$ cat config.mk
export PLATFORM = sky130hd
export DESIGN_NAME = gh_highway_gen_flat
export DESIGN_NICKNAME = d
export VERILOG_FILES = /design/src/rtl/gh_highway_gen_pkg.sv /design/src/rtl/gh_highway_gen_if.sv /design/src/rtl/gh_highway_gen_timing.sv /design/src/rtl/gh_highway_gen.sv /design/src/flat_wrapper.sv
export SDC_FILE = /design/constraint.sdc
export NUM_CORES = 1
export LEC_CHECK = 0
export BUFFER_PORTS_ARGS = -buffer_cell sky130_fd_sc_hd__buf_2
export CORE_MARGIN = 2
export CORE_UTILIZATION = 29
export CTS_BUF_LIST = sky130_fd_sc_hd__clkbuf_4
export CTS_CLUSTER_SIZE = 30
export DETAILED_ROUTE_END_ITERATION = 16
export GPL_ROUTABILITY_DRIVEN = 0
export SLEW_MARGIN = 25
export SYNTH_ARGS = -nofsm -noshare
export SYNTH_HDL_FRONTEND = slang
export SYNTH_SLANG_ARGS = --single-unit
$ cat constraint.sdc
create_clock -name i_clk -period 9.65 [get_ports i_clk]
set_clock_uncertainty 0.05 [all_clocks]
set_input_delay 0.965 -clock i_clk [delete_from_list [all_inputs] [get_ports i_clk]]
set_output_delay 0.965 -clock i_clk [all_outputs]
set_load 0.03 [all_outputs]
$ cat src/rtl/gh_highway_gen_pkg.sv
// rtl/gh_highway_gen_pkg.sv - shared types, lane colours and default raster geometry for the highway generator
package gh_highway_gen_pkg;

  localparam int NUM_LANES = 5;
  localparam int COORD_W   = 12;

  typedef logic [COORD_W-1:0] coord_t;
  typedef logic [23:0]        rgb_t;

  typedef enum logic [2:0] {
    LANE_GREEN  = 3'd0,
    LANE_RED    = 3'd1,
    LANE_YELLOW = 3'd2,
    LANE_BLUE   = 3'd3,
    LANE_ORANGE = 3'd4
  } lane_e;

  localparam rgb_t COLOUR_GREEN  = 24'h00FF00;
  localparam rgb_t COLOUR_RED    = 24'hFF0000;
  localparam rgb_t COLOUR_YELLOW = 24'hFFFF00;
  localparam rgb_t COLOUR_BLUE   = 24'h0000FF;
  localparam rgb_t COLOUR_ORANGE = 24'hFF8000;
  localparam rgb_t BG_COLOUR     = 24'h202020;

  localparam int DEF_H_ACTIVE   = 1280;
  localparam int DEF_H_FP       = 110;
  localparam int DEF_H_SYNC     = 40;
  localparam int DEF_H_BP       = 220;
  localparam int DEF_V_ACTIVE   = 720;
  localparam int DEF_V_FP       = 5;
  localparam int DEF_V_SYNC     = 5;
  localparam int DEF_V_BP       = 20;
  localparam int DEF_LANE_X0    = 400;
  localparam int DEF_LANE_PITCH = 100;
  localparam int DEF_GEM_W      = 80;
  localparam int DEF_GEM_H      = 24;

  function automatic rgb_t lane_colour(input lane_e lane);
    case (lane)
      LANE_GREEN:  lane_colour = COLOUR_GREEN;
      LANE_RED:    lane_colour = COLOUR_RED;
      LANE_YELLOW: lane_colour = COLOUR_YELLOW;
      LANE_BLUE:   lane_colour = COLOUR_BLUE;
      LANE_ORANGE: lane_colour = COLOUR_ORANGE;
      default:     lane_colour = BG_COLOUR;
    endcase
  endfunction

endpackage

$ cat src/rtl/gh_highway_gen_if.sv
// rtl/gh_highway_gen_if.sv - note request handshake plus the video stream the fret detectors consume
interface gh_highway_gen_if;
  import gh_highway_gen_pkg::*;

  logic                 note_valid;
  logic [NUM_LANES-1:0] note_mask;
  logic                 note_ready;
  logic                 hsync;
  logic                 vsync;
  logic                 vde;
  logic                 frame_start;
  rgb_t                 rgb;

  // master is the generator (video source, request sink)
  modport master (
    input  note_valid, note_mask,
    output note_ready, hsync, vsync, vde, frame_start, rgb
  );

  modport slave (
    output note_valid, note_mask,
    input  note_ready, hsync, vsync, vde, frame_start, rgb
  );

endinterface

$ cat src/rtl/gh_highway_gen_timing.sv
// rtl/gh_highway_gen_timing.sv - gh_video_timing: raster counters, registered sync/VDE decode, frame boundary strobe
module gh_video_timing
  import gh_highway_gen_pkg::*;
#(
  parameter int H_ACTIVE = DEF_H_ACTIVE,
  parameter int H_FP     = DEF_H_FP,
  parameter int H_SYNC   = DEF_H_SYNC,
  parameter int H_BP     = DEF_H_BP,
  parameter int V_ACTIVE = DEF_V_ACTIVE,
  parameter int V_FP     = DEF_V_FP,
  parameter int V_SYNC   = DEF_V_SYNC,
  parameter int V_BP     = DEF_V_BP
) (
  input  logic   i_clk,
  input  logic   i_rst_n,
  output coord_t o_x,
  output coord_t o_y,
  output logic   o_active,
  output logic   o_boundary,
  output logic   o_hsync,
  output logic   o_vsync,
  output logic   o_vde,
  output logic   o_frame_start
);

  localparam int     H_TOTAL  = H_ACTIVE + H_FP + H_SYNC + H_BP;
  localparam int     V_TOTAL  = V_ACTIVE + V_FP + V_SYNC + V_BP;
  localparam coord_t H_LAST   = coord_t'(H_TOTAL - 1);
  localparam coord_t V_LAST   = coord_t'(V_TOTAL - 1);
  localparam coord_t H_ACT    = coord_t'(H_ACTIVE);
  localparam coord_t V_ACT    = coord_t'(V_ACTIVE);
  localparam coord_t HS_START = coord_t'(H_ACTIVE + H_FP);
  localparam coord_t HS_END   = coord_t'(H_ACTIVE + H_FP + H_SYNC);
  localparam coord_t VS_START = coord_t'(V_ACTIVE + V_FP);
  localparam coord_t VS_END   = coord_t'(V_ACTIVE + V_FP + V_SYNC);

  coord_t r_hcnt;
  coord_t r_vcnt;
  logic   r_hsync;
  logic   r_vsync;
  logic   r_vde;
  logic   r_frame_start;

  logic   w_h_last;
  logic   w_v_last;
  logic   w_active;
  logic   w_hsync;
  logic   w_vsync;
  logic   w_first;

  assign w_h_last = (r_hcnt == H_LAST);
  assign w_v_last = (r_vcnt == V_LAST);
  assign w_active = (r_hcnt < H_ACT) && (r_vcnt < V_ACT);
  assign w_hsync  = (r_hcnt >= HS_START) && (r_hcnt < HS_END);
  assign w_vsync  = (r_vcnt >= VS_START) && (r_vcnt < VS_END);
  assign w_first  = (r_hcnt == '0) && (r_vcnt == '0);

  always_ff @(posedge i_clk or negedge i_rst_n) begin
    if (!i_rst_n) begin
      r_hcnt <= '0;
      r_vcnt <= '0;
    end else begin
      r_hcnt <= w_h_last ? '0 : r_hcnt + coord_t'(1);
      if (w_h_last) begin
        r_vcnt <= w_v_last ? '0 : r_vcnt + coord_t'(1);
      end
    end
  end

  // Decoded strobes lag the counters by one cycle, matching the registered pixel colour
  always_ff @(posedge i_clk or negedge i_rst_n) begin
    if (!i_rst_n) begin
      r_hsync       <= 1'b0;
      r_vsync       <= 1'b0;
      r_vde         <= 1'b0;
      r_frame_start <= 1'b0;
    end else begin
      r_hsync       <= w_hsync;
      r_vsync       <= w_vsync;
      r_vde         <= w_active;
      r_frame_start <= w_first;
    end
  end

  assign o_x           = r_hcnt;
  assign o_y           = r_vcnt;
  assign o_active      = w_active;
  assign o_boundary    = w_h_last && w_v_last;
  assign o_hsync       = r_hsync;
  assign o_vsync       = r_vsync;
  assign o_vde         = r_vde;
  assign o_frame_start = r_frame_start;

endmodule

$ cat src/rtl/gh_highway_gen.sv
// rtl/gh_highway_gen.sv - five-lane scrolling note highway video source with spawn request slot
module gh_highway_gen
  import gh_highway_gen_pkg::*;
#(
  parameter int H_ACTIVE   = DEF_H_ACTIVE,
  parameter int H_FP       = DEF_H_FP,
  parameter int H_SYNC     = DEF_H_SYNC,
  parameter int H_BP       = DEF_H_BP,
  parameter int V_ACTIVE   = DEF_V_ACTIVE,
  parameter int V_FP       = DEF_V_FP,
  parameter int V_SYNC     = DEF_V_SYNC,
  parameter int V_BP       = DEF_V_BP,
  parameter int LANE_X0    = DEF_LANE_X0,
  parameter int LANE_PITCH = DEF_LANE_PITCH,
  parameter int GEM_W      = DEF_GEM_W,
  parameter int GEM_H      = DEF_GEM_H
) (
  input  logic                 i_clk,
  input  logic                 i_rst_n,
  input  logic                 i_enable,
  input  logic [3:0]           i_speed,
  gh_highway_gen_if.master     bus,
  output logic [NUM_LANES-1:0] o_busy,
  output logic [7:0]           o_dropped
);

  coord_t               w_x;
  coord_t               w_y;
  logic                 w_active;
  logic                 w_boundary;

  logic [NUM_LANES-1:0] r_busy;
  coord_t               r_gem_y [NUM_LANES];
  logic                 r_pend;
  logic [NUM_LANES-1:0] r_pend_mask;
  logic [7:0]           r_dropped;
  rgb_t                 r_rgb;

  logic [NUM_LANES-1:0] w_busy_nx;
  coord_t               w_gem_y_nx [NUM_LANES];
  logic [2:0]           w_drop_inc;
  logic [8:0]           w_drop_sum;
  logic [7:0]           w_dropped_nx;
  logic                 w_accept;
  logic [NUM_LANES-1:0] w_hit;
  rgb_t                 w_pix;

  gh_video_timing #(
    .H_ACTIVE (H_ACTIVE),
    .H_FP     (H_FP),
    .H_SYNC   (H_SYNC),
    .H_BP     (H_BP),
    .V_ACTIVE (V_ACTIVE),
    .V_FP     (V_FP),
    .V_SYNC   (V_SYNC),
    .V_BP     (V_BP)
  ) u_timing (
    .i_clk         (i_clk),
    .i_rst_n       (i_rst_n),
    .o_x           (w_x),
    .o_y           (w_y),
    .o_active      (w_active),
    .o_boundary    (w_boundary),
    .o_hsync       (bus.hsync),
    .o_vsync       (bus.vsync),
    .o_vde         (bus.vde),
    .o_frame_start (bus.frame_start)
  );

  // Ready is gated by reset so every output reads 0 while reset is held
  assign bus.note_ready = i_enable & ~r_pend & i_rst_n;
  assign w_accept       = bus.note_valid & bus.note_ready;

  // Boundary update: advance each lane first, then try the pending spawn on it
  always_comb begin : lane_next
    logic [12:0] y_adv;
    logic        still_busy;
    w_busy_nx  = r_busy;
    w_gem_y_nx = r_gem_y;
    w_drop_inc = '0;
    y_adv      = '0;
    still_busy = 1'b0;
    for (int i = 0; i < NUM_LANES; i++) begin
      y_adv         = {1'b0, r_gem_y[i]} + {9'd0, i_speed};
      still_busy    = r_busy[i] && (y_adv < 13'(V_ACTIVE));
      w_busy_nx[i]  = still_busy;
      if (still_busy) begin
        w_gem_y_nx[i] = y_adv[11:0];
      end
      if (r_pend && r_pend_mask[i]) begin
        if (still_busy) begin
          w_drop_inc = w_drop_inc + 3'd1;
        end else begin
          w_busy_nx[i]  = 1'b1;
          w_gem_y_nx[i] = '0;
        end
      end
    end
  end

  assign w_drop_sum   = {1'b0, r_dropped} + {6'd0, w_drop_inc};
  assign w_dropped_nx = w_drop_sum[8] ? 8'hFF : w_drop_sum[7:0];

  always_ff @(posedge i_clk or negedge i_rst_n) begin
    if (!i_rst_n) begin
      r_busy    <= '0;
      r_dropped <= '0;
      for (int i = 0; i < NUM_LANES; i++) begin
        r_gem_y[i] <= '0;
      end
    end else if (w_boundary) begin
      if (!i_enable) begin
        r_busy <= '0;
      end else begin
        r_busy    <= w_busy_nx;
        r_gem_y   <= w_gem_y_nx;
        r_dropped <= w_dropped_nx;
      end
    end
  end

  // An accept on the boundary cycle lands after the boundary has consumed the slot
  always_ff @(posedge i_clk or negedge i_rst_n) begin
    if (!i_rst_n) begin
      r_pend      <= 1'b0;
      r_pend_mask <= '0;
    end else if (w_accept) begin
      r_pend      <= 1'b1;
      r_pend_mask <= bus.note_mask;
    end else if (w_boundary) begin
      r_pend      <= 1'b0;
    end
  end

  always_comb begin
    w_hit = '0;
    for (int i = 0; i < NUM_LANES; i++) begin
      w_hit[i] = r_busy[i]
              && (w_x >= coord_t'(LANE_X0 + i * LANE_PITCH))
              && (w_x <  coord_t'(LANE_X0 + i * LANE_PITCH + GEM_W))
              && (w_y >= r_gem_y[i])
              && ({1'b0, w_y} < ({1'b0, r_gem_y[i]} + 13'(GEM_H)));
    end
  end

  // Walk downward so the lowest-index lane wins an overlap
  always_comb begin
    w_pix = BG_COLOUR;
    for (int i = NUM_LANES - 1; i >= 0; i--) begin
      if (w_hit[i]) begin
        w_pix = lane_colour(lane_e'(3'(i)));
      end
    end
  end

  always_ff @(posedge i_clk or negedge i_rst_n) begin
    if (!i_rst_n) begin
      r_rgb <= '0;
    end else if (!w_active) begin
      r_rgb <= '0;
    end else begin
      r_rgb <= i_enable ? w_pix : BG_COLOUR;
    end
  end

  assign bus.rgb   = r_rgb;
  assign o_busy    = r_busy;
  assign o_dropped = r_dropped;

endmodule

$ cat src/flat_wrapper.sv
// flat-port wrapper written by rule: the top's interface ports become plain ports
module gh_highway_gen_flat import gh_highway_gen_pkg::*;
#(
  parameter int H_ACTIVE   = DEF_H_ACTIVE,
  parameter int H_FP       = DEF_H_FP,
  parameter int H_SYNC     = DEF_H_SYNC,
  parameter int H_BP       = DEF_H_BP,
  parameter int V_ACTIVE   = DEF_V_ACTIVE,
  parameter int V_FP       = DEF_V_FP,
  parameter int V_SYNC     = DEF_V_SYNC,
  parameter int V_BP       = DEF_V_BP,
  parameter int LANE_X0    = DEF_LANE_X0,
  parameter int LANE_PITCH = DEF_LANE_PITCH,
  parameter int GEM_W      = DEF_GEM_W,
  parameter int GEM_H      = DEF_GEM_H
)
  (i_clk, i_rst_n, i_enable, i_speed, o_busy, o_dropped, bus_note_valid, bus_note_mask, bus_note_ready, bus_hsync, bus_vsync, bus_vde, bus_frame_start, bus_rgb);
  gh_highway_gen_if bus_i ();
  input  logic i_clk;
  input  logic i_rst_n;
  input  logic i_enable;
  input  logic [3:0] i_speed;
  output logic [NUM_LANES-1:0] o_busy;
  output logic [7:0] o_dropped;
  input wire logic [$bits(bus_i.note_valid)-1:0] bus_note_valid;
  input wire logic [$bits(bus_i.note_mask)-1:0] bus_note_mask;
  output wire logic [$bits(bus_i.note_ready)-1:0] bus_note_ready;
  output wire logic [$bits(bus_i.hsync)-1:0] bus_hsync;
  output wire logic [$bits(bus_i.vsync)-1:0] bus_vsync;
  output wire logic [$bits(bus_i.vde)-1:0] bus_vde;
  output wire logic [$bits(bus_i.frame_start)-1:0] bus_frame_start;
  output wire logic [$bits(bus_i.rgb)-1:0] bus_rgb;
  assign bus_i.note_valid = bus_note_valid;
  assign bus_i.note_mask = bus_note_mask;
  assign bus_note_ready = bus_i.note_ready;
  assign bus_hsync = bus_i.hsync;
  assign bus_vsync = bus_i.vsync;
  assign bus_vde = bus_i.vde;
  assign bus_frame_start = bus_i.frame_start;
  assign bus_rgb = bus_i.rgb;
  gh_highway_gen #(.H_ACTIVE(H_ACTIVE), .H_FP(H_FP), .H_SYNC(H_SYNC), .H_BP(H_BP), .V_ACTIVE(V_ACTIVE), .V_FP(V_FP), .V_SYNC(V_SYNC), .V_BP(V_BP), .LANE_X0(LANE_X0), .LANE_PITCH(LANE_PITCH), .GEM_W(GEM_W), .GEM_H(GEM_H)) u_core (.i_clk(i_clk), .i_rst_n(i_rst_n), .i_enable(i_enable), .i_speed(i_speed), .bus(bus_i), .o_busy(o_busy), .o_dropped(o_dropped));
endmodule
# [Word level (Yosys, flattened, before mapping)]
# Index checks and enable logic that the tools add are counted.
[word_totals] reg_bits=131 in_bits=13
[classes] n_addsub=17 order_cmp=31 n_eq_ne=2 n_mux=43 bitwise_logic=4 n_reduce_logical=39
[ops] cell="2-to-1 mux 12 bit" count=17
[ops] cell="2-to-1 mux 24 bit" count=7
[ops] cell="less-than comparator 12 x 10 -> 1 bit (second input constant)" count=6
[ops] cell="adder 12 x 4 -> 13 bit" count=5
[ops] cell="adder 12 x 5 -> 13 bit (second input constant)" count=5
[ops] cell="less-than comparator 12 x 13 -> 1 bit" count=5
[ops] cell="less-than comparator 13 x 10 -> 1 bit (second input constant)" count=5
[ops] cell="greater-or-equal comparator 12 bit" count=5
[ops] cell="greater-or-equal comparator 12 x 10 -> 1 bit (second input constant)" count=4
[ops] cell="logical AND 1 bit" count=35
[ops] cell="2-to-1 mux 3 bit" count=9
[ops] cell="adder 12 x 1 -> 12 bit (second input constant)" count=2
[ops] cell="greater-or-equal comparator 12 x 9 -> 1 bit (second input constant)" count=2
[ops] cell="zero test 12 bit" count=2
[ops] cell="less-than comparator 12 x 11 -> 1 bit (second input constant)" count=2
[ops] cell="adder 3 x 1 -> 3 bit (second input constant)" count=4
[ops] cell="== test 12 x 10 -> 1 bit (second input constant)" count=1
[ops] cell="== test 12 x 11 -> 1 bit (second input constant)" count=1
[ops] cell="greater-or-equal comparator 12 x 11 -> 1 bit (second input constant)" count=1
[ops] cell="less-than comparator 12 x 9 -> 1 bit (second input constant)" count=1
[ops] cell="adder 8 x 3 -> 9 bit" count=1
[ops] cell="2-to-1 mux 1 bit" count=8
[ops] cell="2-to-1 mux 8 bit" count=1
[ops] cell="2-to-1 mux 5 bit" count=1
[ops] cell="other kinds (4)" count=6

# [Logic depth before layout (Yosys ltp)]
# Gate-level depths: netlist (run 1).
[logic_depth] depth_word=19 ltp_mapped=28 ltp_nobuf=28

# [By module]
# From an unflattened synthesis (run 1), not the netlist that was laid out.
[hier_totals] hier_cells=1174 hier_area_um2=10234.8
[by_module_without_submodules] module="gh_highway_gen" n_inst=1 cells_each=1013 area_each_um2=8727.1 seq_area_each_um2=2152.1
[by_module_without_submodules] module="gh_video_timing" n_inst=1 cells_each=161 area_each_um2=1507.7 seq_area_each_um2=700.7

# [Worst setup path after synthesis (run 1)]
# OpenSTA, ideal clock, no wires.
[synth_timing] kind="input to register" start="input port i_speed[0]" end="register u_core.r_dropped[4], in the netlist u_core.o_dropped[4]" arrival_time_ns=6.521 path_slack_ns=3.001 cell_stages=28 n_path_buf=1 path_cell_list="ha_1 inv_1 fa_1 nor2b_1 o21ai_1 nand2_1 and3_1 and2_1 o2111ai_1 a221oi_4 ha_1 and2_1 a41o_1 nand2_1 inv_1 ha_1 mux2_4 ha_1 mux2_4 ha_1 mux2i_1 fa_1 inv_1 a21oi_1 or3b_2 buf_1 and3_1 a21oi_1"
[synth_between] elab_chain_cells=19 elab_cells_between_ends=31 cone_classes="add/sub: 10; order compare: 5; mux: 11; reduce/logical: 5"
[synth_rtl] item="start: declaration" line="flat_wrapper.sv:22" rtl="input logic [3:0] i_speed;"
[synth_rtl] item="adder 12 x 4 -> 13 bit" line="gh_highway_gen.sv:84" rtl="y_adv = {1'b0, r_gem_y[i]} + {9'd0, i_speed};"
[synth_rtl] item="less-than comparator 13 x 10 -> 1 bit" line="gh_highway_gen.sv:85" rtl="still_busy = r_busy[i] && (y_adv < 13'(V_ACTIVE));"
[synth_rtl] item="logical AND 1 bit" line="gh_highway_gen.sv:85"
[synth_rtl] item="2-to-1 mux 1 bit" line="gh_highway_gen.sv:91" rtl="if (still_busy) begin"
[synth_rtl] item="2-to-1 mux 3 bit" line="gh_highway_gen.sv:90" rtl="if (r_pend && r_pend_mask[i]) begin"
[synth_rtl] item="adder 3 x 1 -> 3 bit" line="gh_highway_gen.sv:92" rtl="w_drop_inc = w_drop_inc + 3'd1;"
[synth_rtl] item="2-to-1 mux 3 bit" line="gh_highway_gen.sv:91"
[synth_rtl] item="2-to-1 mux 3 bit" line="gh_highway_gen.sv:90"
[synth_rtl] item="[3 not listed]"
[synth_rtl] item="adder 3 x 1 -> 3 bit" line="gh_highway_gen.sv:92"
[synth_rtl] item="2-to-1 mux 3 bit" line="gh_highway_gen.sv:91"
[synth_rtl] item="2-to-1 mux 3 bit" line="gh_highway_gen.sv:90"
[synth_rtl] item="adder 3 x 1 -> 3 bit" line="gh_highway_gen.sv:92"
[synth_rtl] item="2-to-1 mux 3 bit" line="gh_highway_gen.sv:91"
[synth_rtl] item="2-to-1 mux 3 bit (*)" line="gh_highway_gen.sv:90"
[synth_rtl] item="adder 8 x 3 -> 9 bit (*)" line="gh_highway_gen.sv:101" rtl="assign w_drop_sum = {1'b0, r_dropped} + {6'd0, w_drop_inc};"
[synth_rtl] item="2-to-1 mux 8 bit (*)" line="gh_highway_gen.sv:102" rtl="assign w_dropped_nx = w_drop_sum[8] ? 8'hFF : w_drop_sum[7:0];"
[synth_rtl] item="end signal: assignment" line="gh_highway_gen.sv:117" rtl="r_dropped <= w_dropped_nx;"
[synth_rtl] item="end: declaration" line="gh_highway_gen.sv:36" rtl="logic [7:0] r_dropped;"
# Every way passes the cells marked *; elsewhere a longest branch is shown, timed or not.
# A chain may end at the register's enable or synchronous reset.

# [Final worst setup path (run 1)]
[layout_timing] start="input port i_speed[1]" end="register u_core.r_dropped[4], in the netlist u_core.o_dropped[4]"
# Same word-level chain as after synthesis.

==> run summary, run 1 <==
Post-Route Setup TNS -> 0 ps
worst slew pin tran -> 920 ps
post-synthesis async set-or-reset flop share -> 100%
die area -> 36,800 um^2
router iterations before antenna repair -> 5
DP HPWL -> 21.4 mm
Pwr per Cell Area -> 83.6 nW/um^2
Die H -> 192 um
main flop type after synthesis -> dfrtp_1
initial antenna violation count -> 3
Clk Latency, worst-skew pair -> 580 ps
share of cells above drive strength 1 -> 9.40%
clock buffer depth -> 2
post-synthesis cell type count -> 76
Hold Buf Count CTS -> 0
Final Max Slew Viols -> 0
Critical Path AT -> 7250 ps
CP peak stage delay -> 560 ps
Setup Crit Path Kind -> in -> reg
grt ovf -> 0
RSZ-0062 raised after global routing -> false
initial cell density of the core -> 29.5%
post-synthesis sequential area ratio -> 27.9%
Final Worst Setup Slack -> 2860 ps
maximum fanout along the worst path -> 10
Chip Width -> 192 um
worst slack at placement -> 2290 ps
CTS root buffer -> clkbuf_4
Clock transition at path regs -> 120 ps
cell taking the most area after synthesis -> dfrtp_1
Tcrit/Tclk final -> 70.4%
Synth Cell Area -> 10,200 um^2
Tightest Hold Check Type -> in -> async
Min Hold Slack -> 400 ps
Tot Pwr -> 932 uW
Leak -> 5.21 nW
largest net degree at the start of global routing -> 62
post-CTS sizing -> 0
Peak Freq -> 147 MHz
Fill cells -> 3,583
Worst slew margin -> 38.4%
Via density -> 5.32
post-route ant nets -> 0
Net Count, Synth -> 1,351
Core Footprint -> 34,600 um^2
placed insts -> 1,647
Final Hold Viols -> 0
Clock Sinks -> 114
number of synthesized flops with an enable pin -> 0
fin util -> 32.2%
post-layout min period -> 6790 ps
FF+latch area -> 2850 um^2
top cells by area, synth -> dfrtp_1, ha_1, o21ai_0, xnor2_1, inv_1
run status -> complete, no violations
post-place instance area -> 10,800 um^2
final instance area -> 11,100 um^2
Max-Cap Viols -> 0
YS warnings -> 0
flop and latch count out of synthesis -> 114
All-Layer GR Usage -> 16.4%
post-CTS setup repair buffer count -> 0
I/O pins -> 55
# DRC -> 0
first-pass GRT wire length -> 47.0 mm
Routed WL -> 28.9 mm
Final setup viols -> 0
Clock H-tree levels -> 4
CTS tree -> yes
P&R area growth vs syn -> 9.10%
port buffer count -> 54
Max VDD drop -> 0.0000559 V
DR vias -> 8,941
Synth top area share -> 27.9%
row cnt -> 68
critical path startpoint category -> input port
worst path required time -> 10,110 ps
Cell Count, Final, Fillers Out -> 1,680
number of DRC violations after detailed-routing iteration 0 -> 851
post-synthesis cell count -> 1,188
crit-path most repeated cell -> ha_1
slowest stage cell, crit path -> a221oi_4
layout net count -> 1,374
area of the multi-input gates -> 6710 um^2
via count of the first global-routing pass -> 8,509
syn_area_per_cell -> 8.60 um^2
Wirelength per Cell -> 17.2 um
Num CTS Buffers -> 17
Setup crit end kind -> flip-flop
kinds of logic (layout without fill, tap and decap cells):
logic type,after synthesis,after routing,synth area share [%]
AOI/OAI and AO/OA,320,320,21.2
buffers and inverters,155,191,6.48
muxes,15,15,1.65
DFF,114,114,27.9
xor gates and xnor gates,68,68,5.83
and+or+nand+nor,366,366,18.1
adders and majority gates,150,150,18.8
other,0,1,0
sequential cells by signal, summed over array words and instances, names as in the netlist:
name and cells:
u_core.u_timing.o_hsync 1, u_core.u_timing.o_x 12, u_core.o_busy 5, u_core.u_timing.o_vde 1
u_core.r_gem_y 60, u_core.u_timing.o_frame_start 1, u_core.o_dropped 8, u_core.bus.rgb 7
u_core.r_pend 1, u_core.u_timing.o_vsync 1, u_core.r_pend_mask 5, u_core.u_timing.o_y 12
path summary, 6_finish.rpt:
path                                                     start                                 endpoint  slack [ps]  depth (start not counted)
worst max-delay path                                i_speed[1]          u_core.o_dropped[4]$_DFFE_PN0P_        2860                         27
min in group i_clk              u_core.r_gem_y[59]$_DFFE_PN0P_           u_core.r_gem_y[59]$_DFFE_PN0P_         450                          1
worst min register to register  u_core.r_gem_y[59]$_DFFE_PN0P_           u_core.r_gem_y[59]$_DFFE_PN0P_         450                          1
max in group asynchronous                              i_rst_n             u_core.o_busy[2]$_DFFE_PN0P_        7780                          2
worst min-delay path                                   i_rst_n  u_core.u_timing.o_frame_start$_DFF_PN0_         400                          1
worst max register to register  u_core.r_gem_y[36]$_DFFE_PN0P_          u_core.o_dropped[4]$_DFFE_PN0P_        3080                         27
cell usage in the layout, fill, tap and decap left out, types with 21 or more instances in the layout:
master and n:
nand3_1 24, ha_1 144, o21ai_0 85, nor2_1 83, a21oi_1 54, nand2_1 90
buf_2 53, xor2_1 21, dfrtp_1 114, nand4_1 34, xnor2_1 47, a21o_1 29
inv_1 96
critical path, delay by kind of cell:
| family | cells | cell delay [ps] |
|---|---|---|
| AO/OA/AOI/OAI | 6 | 1290 |
| adder cells (fa/ha/maj) | 6 | 2080 |
| buffers and inverters | 4 | 560 |
| multiplexers | 3 | 630 |
| AND/OR/NAND/NOR | 8 | 1690 |
power breakdown:
group / switching [mW] / internal, mW
Sequential: 0.000666 / 0.478
Combinational: 0.0228 / 0.00873
Clock: 0.219 / 0.203
Total: 0.242 / 0.690
layer usage:
layer	global-route usage [%]	up-vias	part of all wire, %	routed length (um)
li1	-	4346	-	-
met1	22.3	4321	48	13900
met2	26.3	234	46	13200
met3	2.89	36	4.7	1350
met4	4.97	4	1.5	445
met5	0	-	0.090	26
cells in the mapped netlist, types with 6 or more instances:
cell / n
a211o_1: 7
a211oi_1: 12
a21o_1: 29
a21oi_1: 54
a22o_1: 17
a31oi_1: 10
and2_1: 13
and3_1: 20
buf_2: 7
buf_4: 17
clkbuf_1: 30
dfrtp_1: 114
fa_1: 6
ha_1: 144
inv_1: 96
mux2_2: 7
mux2i_1: 6
nand2_1: 90
nand2b_1: 17
nand3_1: 24
nand4_1: 34
nor2_1: 83
nor2b_1: 17
nor3_1: 20
nor4_1: 8
o211ai_1: 9
o21a_1: 16
o21ai_0: 85
o22ai_1: 7
o31ai_1: 11
or3_1: 10
or4_1: 6
xnor2_1: 47
xor2_1: 21
cell type report:
| type | count | share of cell area (%) |
|---|---|---|
| multi-input combinational | 919 | 60.1 |
| sequential | 114 | 25.6 |
| tap | 455 | 5.11 |
| inverter | 96 | 3.23 |
| timing repair buffer | 63 | 3.05 |
| clock inverter | 15 | 1.72 |
| clock buffer | 17 | 1.14 |
| antenna | 1 | 0.0224 |
Note: power is estimated with default switching activity, not from simulation.
==> inputs of run 2 (changes only) <==
--- a/config.mk
+++ b/config.mk
@@ -5,6 +5,7 @@
 export SDC_FILE = /design/constraint.sdc
 export NUM_CORES = 1
 export LEC_CHECK = 0
+export ABC_AREA = 1
 export BUFFER_PORTS_ARGS = -buffer_cell sky130_fd_sc_hd__buf_2
 export CORE_MARGIN = 2
 export CORE_UTILIZATION = 29
==> constraint.sdc (replaced) <==
create_clock -name i_clk -period 6.4 [get_ports i_clk]
set_clock_uncertainty 0.05 [all_clocks]
set_input_delay 0.64 -clock i_clk [delete_from_list [all_inputs] [get_ports i_clk]]
set_output_delay 0.64 -clock i_clk [all_outputs]
set_load 0.03 [all_outputs]
==> run summary, run 2 <==
Routed WL -> 29.8 mm (+3.0%)
Fill cells -> 3,780 (+5.5%)
Via density -> 5.01 (-6.0%)
Final Hold Viols -> 0 (unchanged)
Pwr per Cell Area -> 123 nW/um^2 (+47%)
Biggest register -> u_core.r_gem_y
Core Footprint -> 35,700 um^2 (+3.0%)
# DRC -> 0 (unchanged)
main flop type after synthesis -> dfrtp_1
Final setup viols -> 0 (unchanged)
max reg flops -> 60 (unchanged)
router iterations before antenna repair -> 5 (unchanged)
syn_area_per_cell -> 7.53 um^2 (-12%)
Setup crit end kind -> flip-flop
first-pass GRT wire length -> 48.6 mm (+3.3%)
I/O pins -> 55 (unchanged)
flop and latch count out of synthesis -> 114 (unchanged)
layout net count -> 1,607 (+17%)
Hold Buf Count CTS -> 0 (unchanged)
Clock transition at path regs -> 140 ps (+20 ps)
worst path required time -> 6850 ps (-3260 ps)
critical path startpoint category -> flip-flop
Tcrit/Tclk final -> 86.3%
worst slew pin tran -> 1030 ps (+105 ps)
YS warnings -> 0 (unchanged)
Num CTS Buffers -> 17 (unchanged)
largest net degree at the start of global routing -> 60 (-3.2%)
Max-Cap Viols -> 0 (unchanged)
Tightest Hold Check Type -> in -> async
Final Max Slew Viols -> 0 (unchanged)
slowest stage cell, crit path -> fa_1
worst slack at placement -> 450 ps (-1840 ps)
post-CTS setup repair buffer count -> 0 (unchanged)
top cells by area, synth -> dfrtp_1, ha_1, nand2_1, inv_1, xor2_1
P&R area growth vs syn -> 8.77%
Chip Width -> 195 um (+1.5%)
Synth top area share -> 27.1% (-0.83 points)
RSZ-0062 raised after global routing -> false
area of the multi-input gates -> 6690 um^2 (-0.26%)
DP HPWL -> 22.8 mm (+6.5%)
final instance area -> 11,500 um^2 (+2.7%)
number of synthesized flops with an enable pin -> 0 (unchanged)
share of cells above drive strength 1 -> 10.7% (+1.3 points)
CP peak stage delay -> 440 ps (-120 ps)
run status -> complete, no violations
Clock Sinks -> 114 (unchanged)
Final Worst Setup Slack -> 874 ps (-1980 ps)
Clock H-tree levels -> 4 (unchanged)
FF+latch area -> 2850 um^2 (unchanged)
DR vias -> 9,605 (+7.4%)
post-route ant nets -> 0 (unchanged)
post-layout min period -> 5530 ps
initial antenna violation count -> 1 (-2)
Post-Route Setup TNS -> 0 ps (unchanged)
initial cell density of the core -> 29.5% (about the same)
post-CTS sizing -> 0 (unchanged)
Peak Freq -> 181 MHz
Worst R2R Setup Slack -> 870 ps (-2210 ps)
Post-synth top cells -> nand2_1, inv_1, ha_1
post-place instance area -> 11,200 um^2 (+3.1%)
All-Layer GR Usage -> 16.1% (-0.22 points)
CTS tree -> yes
most frequent cells in the layout -> nand2_1, inv_1, ha_1, dfrtp_1, nor2_1
maximum fanout along the worst path -> 5 (-5)
via count of the first global-routing pass -> 9,374 (+10%)
most common cell after layout, fill and taps aside -> nand2_1
row cnt -> 69 (+1.5%)
post-synthesis cell count -> 1,398 (+18%)
RR Endpoint -> u_core.o_dropped[2]$_DFFE_PN0P_
cell taking the most area after synthesis -> dfrtp_1
Worst R2R Path Depth -> 30 (+11%)
Die H -> 195 um (+1.5%)
R2R Path Start -> u_core.r_gem_y[36]$_DFFE_PN0P_
Clk Latency, worst-skew pair -> 600 ps (+20 ps)
Max VDD drop -> 0.000105 V (+89%)
post-synthesis async set-or-reset flop share -> 100% (unchanged)
number of DRC violations after detailed-routing iteration 0 -> 659 (-23%)
post-synthesis sequential area ratio -> 27.1% (-0.83 points)
Wirelength per Cell -> 15.5 um (-9.8%)
Net Count, Synth -> 1,561 (+16%)
Synth Cell Area -> 10,500 um^2 (+3.1%)
Worst slew margin -> 31.6% (-6.8 points)
clock buffer depth -> 2 (unchanged)
most instantiated library cell after synthesis -> nand2_1
port buffer count -> 54 (unchanged)
die area -> 37,900 um^2 (+3.0%)
Critical Path AT -> 5980 ps (-1270 ps)
Setup Crit Path Kind -> reg -> reg
CTS root buffer -> clkbuf_4
crit-path most repeated cell -> nand2_1
Leak -> 6.14 nW (+18%)
grt ovf -> 0 (unchanged)
post-synthesis cell type count -> 59 (-22%)
run 2: through the flow:
step	cells	hold WS, ps	util [%]	total power, mW
floorplan	1398	294	-	0.803
global placement	1886	441	31.3	0.844
detailed placement	1886	456	31.3	0.846
CTS	1918	54.0	32.1	1.43
global route	1919	117	32.1	1.47
finish	1919	60.7	32.1	1.41
run 2: critical path: cells and delay by family, from the launching register on:
kind,cells,cell delay (ps)
fa+ha+maj,7,2140
buf+inv,2,120
flops,1,410
compound gates,5,1030
simple gates,16,1670
run 2: area by class of cell:
cell class | count | area share (%)
inverters | 199 | 6.54
clock buffers | 18 | 1.18
flip-flops and latches | 114 | 24.9
diodes | 1 | 0.0218
multi-input cells | 1055 | 58.4
clock inverters | 14 | 1.37
repair buffers | 57 | 2.58
well taps | 461 | 5.03
run 2: routing by layer:
layer	wire [um]	vias to the layer above	part of all wire [%]	global-route usage, %
met5	0	-	0	0
li1	-	4764	-	-
met1	13700	4551	46	21.2
met2	14100	246	47	27.2
met4	649	0	2.2	5.44
met3	1330	44	4.5	2.12
run 2: how the worst max path moves through the flow:
stage	cells after the start	start	end	slack (ps)
after floorplan	30	i_speed[0]	u_core.o_dropped[2]$_DFFE_PN0P_	1190
after global placement	30	i_speed[0]	u_core.o_dropped[2]$_DFFE_PN0P_	560
after detailed placement	31	i_speed[0]	u_core.o_dropped[2]$_DFFE_PN0P_	450
after CTS	30	u_core.r_gem_y[36]$_DFFE_PN0P_	u_core.o_dropped[2]$_DFFE_PN0P_	890
after global routing	29	u_core.r_gem_y[48]$_DFFE_PN0P_	u_core.o_dropped[2]$_DFFE_PN0P_	430
final	30	u_core.r_gem_y[36]$_DFFE_PN0P_	u_core.o_dropped[2]$_DFFE_PN0P_	870
run 2: logic make-up after synthesis:
kind of cell,count (synthesis),synth area share (%)
buf+inv,229,9.42
simple gates,631,27.5
mux,5,0.535
compound gates,198,11.3
fa+ha+maj,150,18.2
xor+xnor,71,5.90
flops,114,27.1
run 2: power by group:
part	internal [mW]	switching, mW	leakage (nW)
sequential	0.722	0.00165	1.28
clock	0.239	0.338	0.147
combinational	0.0334	0.0751	4.71
==> inputs of run 3 (changes only) <==
--- a/config.mk
+++ b/config.mk
@@ -9,7 +9,7 @@
 export BUFFER_PORTS_ARGS = -buffer_cell sky130_fd_sc_hd__buf_2
 export CORE_MARGIN = 2
 export CORE_UTILIZATION = 29
-export CTS_BUF_LIST = sky130_fd_sc_hd__clkbuf_4
+export CTS_BUF_LIST = sky130_fd_sc_hd__clkbuf_16
 export CTS_CLUSTER_SIZE = 30
 export DETAILED_ROUTE_END_ITERATION = 16
 export GPL_ROUTABILITY_DRIVEN = 0
==> run summary, run 3 (synthesis gave the netlist of run 2 again) <==
largest net degree at the start of global routing -> 60 (unchanged)
row cnt -> 69 (unchanged)
Clk Latency, worst-skew pair -> 430 ps (-170 ps)
Tot Pwr -> 1.79 mW (+27%)
Final Max Slew Viols -> 0 (unchanged)
DP HPWL -> 22.8 mm (unchanged)
Final Hold Viols -> 0 (unchanged)
post-route ant nets -> 0 (unchanged)
number of DRC violations after detailed-routing iteration 0 -> 587 (-11%)
Final Worst Setup Slack -> 823 ps (-51.0 ps)
WP buf/inv -> 3 (+1)
initial antenna violation count -> 0 (-1)
CTS root buffer -> clkbuf_16
max reg flops -> 60 (unchanged)
run status -> complete, no violations
Cell Count, Final, Fillers Out -> 1,918 (-0.052%)
via count of the first global-routing pass -> 9,426 (+0.55%)
worst slew pin tran -> 1010 ps (-14.2 ps)
Num CTS Buffers -> 17 (unchanged)
I/O pins -> 55 (unchanged)
post-CTS sizing -> 0 (unchanged)
Via density -> 5.01 (+0.18%)
worst slack at placement -> 450 ps (unchanged)
n_diodes -> 0 (-1)
Final setup viols -> 0 (unchanged)
CP peak stage delay -> 440 ps (about the same)
Worst slew margin -> 32.6% (+0.95 points)
Worst R2R Path Depth -> 30 (unchanged)
router iterations before antenna repair -> 5 (unchanged)
post-CTS setup repair buffer count -> 0 (unchanged)
Post-Route Setup TNS -> 0 ps (unchanged)
Setup crit end kind -> flip-flop
port buffer count -> 54 (unchanged)
die area -> 37,900 um^2 (unchanged)
Leak -> 6.28 nW (+2.1%)
most frequent cells in the layout -> nand2_1, inv_1, ha_1, dfrtp_1, nor2_1
Wirelength per Cell -> 15.6 um (+0.57%)
Max-Cap Viols -> 0 (unchanged)
Biggest register -> u_core.r_gem_y
Clock H-tree levels -> 4 (unchanged)
CTS tree -> yes
# DRC -> 0 (unchanged)
cell depth of the worst setup path -> 31 (+3.3%)
first-pass GRT wire length -> 48.6 mm (about the same)
post-layout min period -> 5580 ps (+51.0 ps)
All-Layer GR Usage -> 16.1% (about the same)
Core Footprint -> 35,700 um^2 (unchanged)
initial cell density of the core -> 29.5% (unchanged)
clock buffer depth -> 2 (unchanged)
placed insts -> 1,886 (unchanged)
Hold Buf Count CTS -> 0 (unchanged)
Fill cells -> 3,732 (-1.3%)
worst path required time -> 6690 ps (-160 ps)
Tcrit/Tclk final -> 87.1% (+0.80 points)
Die H -> 195 um (unchanged)
P&R area growth vs syn -> 11.5%
slowest stage cell, crit path -> fa_1
share of cells above drive strength 1 -> 10.6% (-0.069 points)
Chip Width -> 195 um (unchanged)
Max VDD drop -> 0.000177 V (+68%)
most common cell after layout, fill and taps aside -> nand2_1
Clock transition at path regs -> 60 ps (-80 ps)
Critical Path AT -> 5870 ps (-110 ps)
maximum fanout along the worst path -> 5 (unchanged)
crit-path most repeated cell -> nand2_1
Pwr per Cell Area -> 153 nW/um^2 (+24%)
RSZ-0062 raised after global routing -> false
CP delay by family, top -> adder cells
critical path startpoint category -> input port
Routed WL -> 29.9 mm (+0.52%)
layout net count -> 1,607 (unchanged)
Clock Sinks -> 114 (unchanged)
Setup Crit Path Kind -> in -> reg
DR vias -> 9,617 (+0.12%)
Tightest Hold Check Type -> in -> async
Peak Freq -> 179 MHz (-0.91%)
grt ovf -> 0 (unchanged)
run 3: changes by cell type in the layout (fill, tap and decap cells not counted), sizes merged:
cell	previous run	this run
inv	197	198
clkbuf	18	17
diode	1	0
run 3: power breakdown:
| group | leakage (nW) | total, mW | internal (mW) | switching (mW) |
|---|---|---|---|---|
| clock | 0.279 | 0.960 | 0.575 | 0.385 |
| sequential | 1.28 | 0.724 | 0.722 | 0.00170 |
| combinational | 4.71 | 0.108 | 0.0334 | 0.0750 |
run 3: final timing paths:
check / startpoint / endpoint / slack, ps
worst max-delay path: i_speed[0] / u_core.o_dropped[2]$_DFFE_PN0P_ / 820
worst min-delay path: i_rst_n / u_core.r_gem_y[58]$_DFFE_PN0P_ / 250
worst max register to register: u_core.r_gem_y[36]$_DFFE_PN0P_ / u_core.o_dropped[2]$_DFFE_PN0P_ / 880
worst min register to register: u_core.r_pend_mask[1]$_DFFE_PN0P_ / u_core.r_pend_mask[1]$_DFFE_PN0P_ / 470
max in group asynchronous: i_rst_n / u_core.u_timing.o_x[9]$_DFF_PN0_ / 4730
min in group i_clk: bus_note_mask[2] / u_core.r_pend_mask[2]$_DFFE_PN0P_ / 390
run 3: metrics by stage:
stage / area [um^2] / utilization (%) / hold slack (ps)
6_report: 11700 / 32.9 / 247
5_1_grt: 11700 / 32.9 / 319
4_1_cts: 11700 / 32.9 / 276
3_5_place_dp: 11200 / 31.3 / 456
3_3_place_gp: 11200 / 31.3 / 441
2_1_floorplan: 10500 / - / 294
run 3: layer usage:
metal	vias to the layer above	global-route usage, %	part of all wire [%]
li1	4757	-	-
met4	0	5.98	2.7
met5	-	0	0
met2	244	27.0	47
met1	4560	21.1	45
met3	56	2.29	5.0
run 3: final cells by class:
cell class	instances	area, um^2	share of cell area, %
clock buffers	17	425	3.62
clock inverters	15	160	1.36
inverters	199	749	6.38
multi-input cells	1055	6690	56.9
flip-flops and latches	114	2850	24.3
well taps	461	577	4.91
repair buffers	57	295	2.51
